$ cat src/rtl/pipe_addsub.sv
// Pipelined ripple add/subtract: CHUNK bits of the sum are resolved per stage,
// with the carry registered between stages and a single global advance/stall.

module pipe_addsub_stg #(
    parameter int WIDTH = 32,
    parameter int CHUNK = 8,
    parameter int K     = 0
) (
    input  logic             clk,
    input  logic             rst_n,
    input  logic             adv,
    input  logic             v,
    input  logic [WIDTH-1:0] a,
    input  logic [WIDTH-1:0] b,
    input  logic [WIDTH-1:0] s,
    input  logic             ci,
    output logic             v_q,
    output logic [WIDTH-1:0] a_q,
    output logic [WIDTH-1:0] b_q,
    output logic [WIDTH-1:0] s_q,
    output logic             co_q,
    output logic             ovf_q
);
    localparam int LO = K * CHUNK;

    logic [CHUNK:0]   part;
    logic [WIDTH-1:0] s_n;
    logic             cmsb;

    // Carry chain never spans more than this chunk.
    always_comb begin
        part = {1'b0, a[LO +: CHUNK]} + {1'b0, b[LO +: CHUNK]} + {{CHUNK{1'b0}}, ci};
        s_n  = s;
        s_n[LO +: CHUNK] = part[CHUNK-1:0];
        // Carry into the chunk's top bit, recovered from the sum bit.
        cmsb = a[LO+CHUNK-1] ^ b[LO+CHUNK-1] ^ part[CHUNK-1];
    end

    always_ff @(posedge clk) begin
        if (!rst_n) begin
            v_q   <= 1'b0;
            a_q   <= '0;
            b_q   <= '0;
            s_q   <= '0;
            co_q  <= 1'b0;
            ovf_q <= 1'b0;
        end else if (adv) begin
            v_q   <= v;
            a_q   <= a;
            b_q   <= b;
            s_q   <= s_n;
            co_q  <= part[CHUNK];
            ovf_q <= part[CHUNK] ^ cmsb;
        end
    end
endmodule

module pipe_addsub #(
    parameter int WIDTH = 32,
    parameter int CHUNK = 8
) (
    input  logic             clk,
    input  logic             rst_n,
    input  logic             in_valid,
    output logic             in_ready,
    input  logic [WIDTH-1:0] in_a,
    input  logic [WIDTH-1:0] in_b,
    input  logic             in_cin,
    input  logic             in_sub,
    output logic             out_valid,
    input  logic             out_ready,
    output logic [WIDTH-1:0] out_sum,
    output logic             out_cout,
    output logic             out_ovf
);
    localparam int NSTG = WIDTH / CHUNK;

    // Index k is the input of stage k; index NSTG is the output register.
    logic [NSTG:0][WIDTH-1:0] a_p, b_p, s_p;
    logic [NSTG:0]            c_p;
    logic [NSTG:0]            vld_pipe;
    logic [NSTG-1:0]          ovf_p;
    logic                     adv;
    logic                     unused_fwd;

    assign adv      = !out_valid || out_ready;
    assign in_ready = adv;

    assign vld_pipe[0] = in_valid;
    assign a_p[0]      = in_a;
    assign b_p[0]      = in_sub ? ~in_b : in_b;
    assign s_p[0]      = '0;
    assign c_p[0]      = in_sub ? ~in_cin : in_cin;

    for (genvar k = 0; k < NSTG; k++) begin : g_stg
        pipe_addsub_stg #(.WIDTH(WIDTH), .CHUNK(CHUNK), .K(k)) u_stg (
            .clk   (clk),
            .rst_n (rst_n),
            .adv   (adv),
            .v     (vld_pipe[k]),
            .a     (a_p[k]),
            .b     (b_p[k]),
            .s     (s_p[k]),
            .ci    (c_p[k]),
            .v_q   (vld_pipe[k+1]),
            .a_q   (a_p[k+1]),
            .b_q   (b_p[k+1]),
            .s_q   (s_p[k+1]),
            .co_q  (c_p[k+1]),
            .ovf_q (ovf_p[k])
        );
    end

    // Last stage's forwarded operands and inner stages' overflow have no consumer.
    assign unused_fwd = ^{a_p[NSTG], b_p[NSTG], ovf_p};

    assign out_valid = vld_pipe[NSTG];
    assign out_sum   = s_p[NSTG];
    assign out_cout  = c_p[NSTG];
    assign out_ovf   = ovf_p[NSTG-1];
endmodule

$ cat config.mk
export PLATFORM = sky130hd
export DESIGN_NAME = pipe_addsub
export DESIGN_NICKNAME = d
export VERILOG_FILES = /design/src/rtl/pipe_addsub.sv
export SDC_FILE = /design/constraint.sdc
export NUM_CORES = 1
export LEC_CHECK = 0
export BUFFER_PORTS_ARGS = -buffer_cell sky130_fd_sc_hd__buf_2
export CAP_MARGIN = 25
export CORE_MARGIN = 4
export CORE_UTILIZATION = 45
export CTS_BUF_LIST = sky130_fd_sc_hd__clkbuf_16
export CTS_CLUSTER_DIAMETER = 100
export DETAILED_ROUTE_END_ITERATION = 10
export SLEW_MARGIN = 20
export SYNTH_ARGS = -nofsm -noshare
export SYNTH_HDL_FRONTEND = slang
export SYNTH_HIERARCHICAL = 1
export SYNTH_SLANG_ARGS = --single-unit
$ cat constraint.sdc
create_clock -name clk -period 2.15 [get_ports clk]
set_input_delay 0.1075 -clock clk [delete_from_list [all_inputs] [get_ports clk]]
set_output_delay 0.1075 -clock clk [all_outputs]
set_load 0.05 [all_outputs]
# Word level (Yosys, flattened, before mapping)
# Index checks and enable logic that the tools add are counted.
[word_totals]
ff_bits = 281
latchBits = 0
ramBits = 0
romBits = 0
inputBits = 70
out_inout_bits = 36
word_cells = 36
mem_count = 0
[classes]
n_addsub = 8
n_mul = 0
div_mod_pow = 0
magnitude_cmp = 0
eq_ne = 0
shifts = 0
mux = 2
n_bitwise = 5
n_reduce_logical = 2
[op_table]
columns = ["op", "count"]
rows = [
  ["8-bit by 8-bit adder with 9-bit output", 4],
  ["9-bit by 1-bit adder with 9-bit output", 4],
  ["32-bit 2-to-1 mux", 1],
  ["32-bit NOT", 1],
  ["1-bit XOR", 3],
  ["1-bit logical NOT", 1],
  ["1-bit logical OR", 1],
  ["1-bit 2-to-1 mux", 1],
  ["1-bit NOT", 1],
]

# Depth between registers and ports, before layout
[logic_depth]
word_depth = 4
ltp_mapped = 10
mapped_depth_nobuf = 8

# Hierarchy
# The synthesis kept the hierarchy.
[modules_own_cells]
columns = ["module", "n_inst", "cells_per_inst", "area_each_um2", "seq_area_each_um2"]
rows = [
  ["pipe_addsub_stg at g_stg[0].u_stg ...", 2, 359, 3779.9, 1981.9],
  ["pipe_addsub_stg at g_stg[3].u_stg", 1, 363, 4028.9, 1981.9],
  ["pipe_addsub_stg at g_stg[2].u_stg", 1, 359, 3777.4, 1981.9],
  ["pipe_addsub", 1, 39, 370.4, 0.0],
]

# Worst setup path after synthesis
# No wires, ideal clock.
[synth_path]
path_kind = "input to register"
start = "input in_sub"
end = "register, netlist name g_stg[0].u_stg/ovf_q"
arrival_ps = 2045
required_time_ps = 2028
slack_ps = -17
cell_stages = 10
n_path_buf = 2
cell_sequence = "buf_6 > buf_12 > xor2_1 > fa_1 > fa_1 > nand3_1 > nand2_1 > a21oi_2 > a211oi_1 > a311o_1"
[synth_rtl]
columns = ["element", "line", "text"]
rows = [
  ["start: declaration", "69", "input logic in_sub,"],
]

# Worst setup path after layout
[layout_path]
start = "register g_stg[2].u_stg.a_q[24]"
end = "register g_stg[3].u_stg.ovf_q"
[layout_between]
elab_chain_len = 4
[layout_rtl]
columns = ["element", "line", "text"]
rows = [
  ["start: declaration", "18", "output logic [WIDTH-1:0] a_q,"],
  ["start signal: assignment", "42", "a_q <= '0;"],
  ["start signal: assignment", "49", "a_q <= a;"],
  ["8-bit by 8-bit adder with 9-bit output *", "32", "part = {1'b0, a[LO +: CHUNK]} + {1'b0, b[LO +: CHUNK]} + {{CHUNK{1'b0}}, ci};"],
  ["9-bit by 1-bit adder with 9-bit output *", "32", ""],
  ["1-bit XOR", "36", "cmsb = a[LO+CHUNK-1] ^ b[LO+CHUNK-1] ^ part[CHUNK-1];"],
  ["1-bit XOR *", "53", "ovf_q <= part[CHUNK] ^ cmsb;"],
  ["end signal: assignment", "53", ""],
  ["end: declaration", "22", "output logic ovf_q"],
]
# Every way passes the cells marked *; elsewhere a longest branch is shown, timed or not.
# A chain may end at the register's enable or synchronous reset.

==> impl_metrics.toml <==
[worst_setup_path]
worstSetupPathType = "flip-flop to flip-flop"
required_ps = 2450
slowest_stage = "fa_2"
critPathLaunchType = "flip-flop"
crit_chain = "fa_2 > fa_2 > a211oi_4 > nor4b_1 > a211oi_2 > xnor2_1 > a21oi_1"
slowest_delay_ps = 410
worstPathMaxFanout = 2
critPathArrivalTime_ps = 2390
crit_path_end_kind = "flip-flop"
path_delay_family = "adder cells"
critPathBufInv = 0
timing.critical_path.mode_cell = "fa_2"

[global_routing]
antenna_found_initial = 0
grt_max_degree = 49
grt_remaining_overflow = 0
globalRouteTotalUtil = 0.173
grt_pass1_wl_um = 28800
grt_pass1_vias = 5925

[die]
io_pins = 106
die-area_sq_um = 20600
chipWidth_um = 144
rows = 49
start_util = 0.459
dieHeight_um = 144
core_area_sq_um = 18000

[finish]
drive_gt1_frac = 0.174
instances_no_fill = 1151
antennaDiodeCount = 0
layout_commonest_cell = "dfxtp_1"
final_nets = 1019
final_cell_mix = "dfxtp_1 (185), mux2i_1 (160), nor2_1 (146)"
fin_area_sq_um = 9660
syn2layout_area_growth_pct = 16.8

[sta]
fmax_mhz = 477
setup_viol = 0
holdWs_ps = 43.7
tns_ps = 0
slew_violations = 0
clock_skew_ps = 6.55
final.period_utilization = 0.975
finalCriticalPeriod_ps = 2100
slew_headroom = 0.679
rsz0062_at_grt = "yes"
final-hold-violation-count = 0
worst_pin_slew_ps = 482

[placed_design]
placedCellCount = 1098
gp_congestion = 0.831
post-dp-hpwl_um = 12100
port_buffers = 105
postPlaceCellArea_sq_um = 8920

[routing]
vias = 5770
drt_iter0_drc = 216
ant_nets = 0
route.detailed.wl_per_inst_um = 14.9
dr.pass1.iters = 4
route.detailed.drc = 0
routed_via_density = 5.01
routed_wl_um = 17200

[cts]
h-tree-depth = 4
cts.sinks = 185
cts_root_buffer = "clkbuf_16"
clock_latency_ps = 420
cts_tree = "built"
clk_pin_slew_ps = 60
clockBufferDepth = 2
cts_buffers = 17
post_cts_buffers = 0

[pwr]
power.total_w = 0.00737
powerDensity_nw_per_um2 = 763
ir_worst_vdd_mv = 0.572
power_leakage_nw = 5.29

[run]
maxCapViolations = 0

[synth]
synthesis.nets = 921
synth_area_sq_um = 8280
avgSynthCellArea_sq_um = 10.2
netlist_instances = 815
yosysWarnings = 6

[status]
status = "completed"

[worst_hold_path]
hold_path_class = "input port to flip-flop"
-- registers in the layout, summed over array words and instances (netlist names) --
name / flops
g_stg.u_stg/ovf_q: 1
g_stg.u_stg/co_q: 4
g_stg.u_stg/v_q: 4
g_stg.u_stg/s_q: 80
g_stg.u_stg/b_q: 48
g_stg.u_stg/a_q: 48
-- power breakdown --
group / total, W / switching (W) / internal (W) / leakage, nW
clock: 0.00261 / 0.00120 / 0.00141 / 0.239
combinational: 0.000966 / 0.000529 / 0.000437 / 3.53
sequential: 0.00379 / 0.000133 / 0.00366 / 1.52
total: 0.00737 / 0.00186 / 0.00551 / 5.29
-- area by class of cell --
type | instances | area [sq um]
Clock buffer | 17 | 425
Clock inverter | 11 | 46.3
Fill cell | 1641 | 8360
Inverter | 4 | 15.0
Multi-Input combinational cell | 557 | 4230
Sequential cell | 185 | 3700
Tap cell | 229 | 287
Timing Repair Buffer | 148 | 961
-- what timing repair did --
item	in CTS	in global routing
resized for setup	1	5
hold buffers	25	0
endpoints found under the setup margin	2	7
cloned	0	0
hold endpoints to repair	25	0
pin swaps	2	1
-- final timing paths --
check                                 startpoint                             endpoint  slack [ps]  cells after the start
min reg2reg  g_stg[3].u_stg/s_q[26]$_SDFFE_PN0P_  g_stg[3].u_stg/s_q[26]$_SDFFE_PN0P_         480                      1
min                                     in_b[17]  g_stg[0].u_stg/b_q[17]$_SDFFE_PN0P_          40                      4
max reg2reg  g_stg[2].u_stg/a_q[24]$_SDFFE_PN0P_    g_stg[3].u_stg/ovf_q$_SDFFE_PN0P_          50                      7
max          g_stg[2].u_stg/a_q[24]$_SDFFE_PN0P_    g_stg[3].u_stg/ovf_q$_SDFFE_PN0P_          50                      7
-- through the flow --
| step | utilization | worst slack, ps |
|---|---|---|
| after floorplan | - | 48.7 |
| after global placement | 0.495 | -38.2 |
| after detailed placement | 0.495 | -64.4 |
| after CTS | 0.535 | 25.3 |
| after global routing | 0.536 | -41.9 |
| final | 0.536 | 54.4 |
-- layer usage --
metal	part of all wire	vias to the layer above	wire, um	track usage
met2	0.48	87	8310	0.290
met1	0.47	2709	8050	0.227
met3	0.036	14	611	0.0336
met4	0.011	0	195	0.0505
li1	-	2960	-	-
met5	0	-	0	0
-- worst min-delay path: stages --
cell and delay (ps):
buf_2 80, xor2_1 50, mux2i_1 120, nor2_1 50
Note: power is estimated with default switching activity, not from simulation.
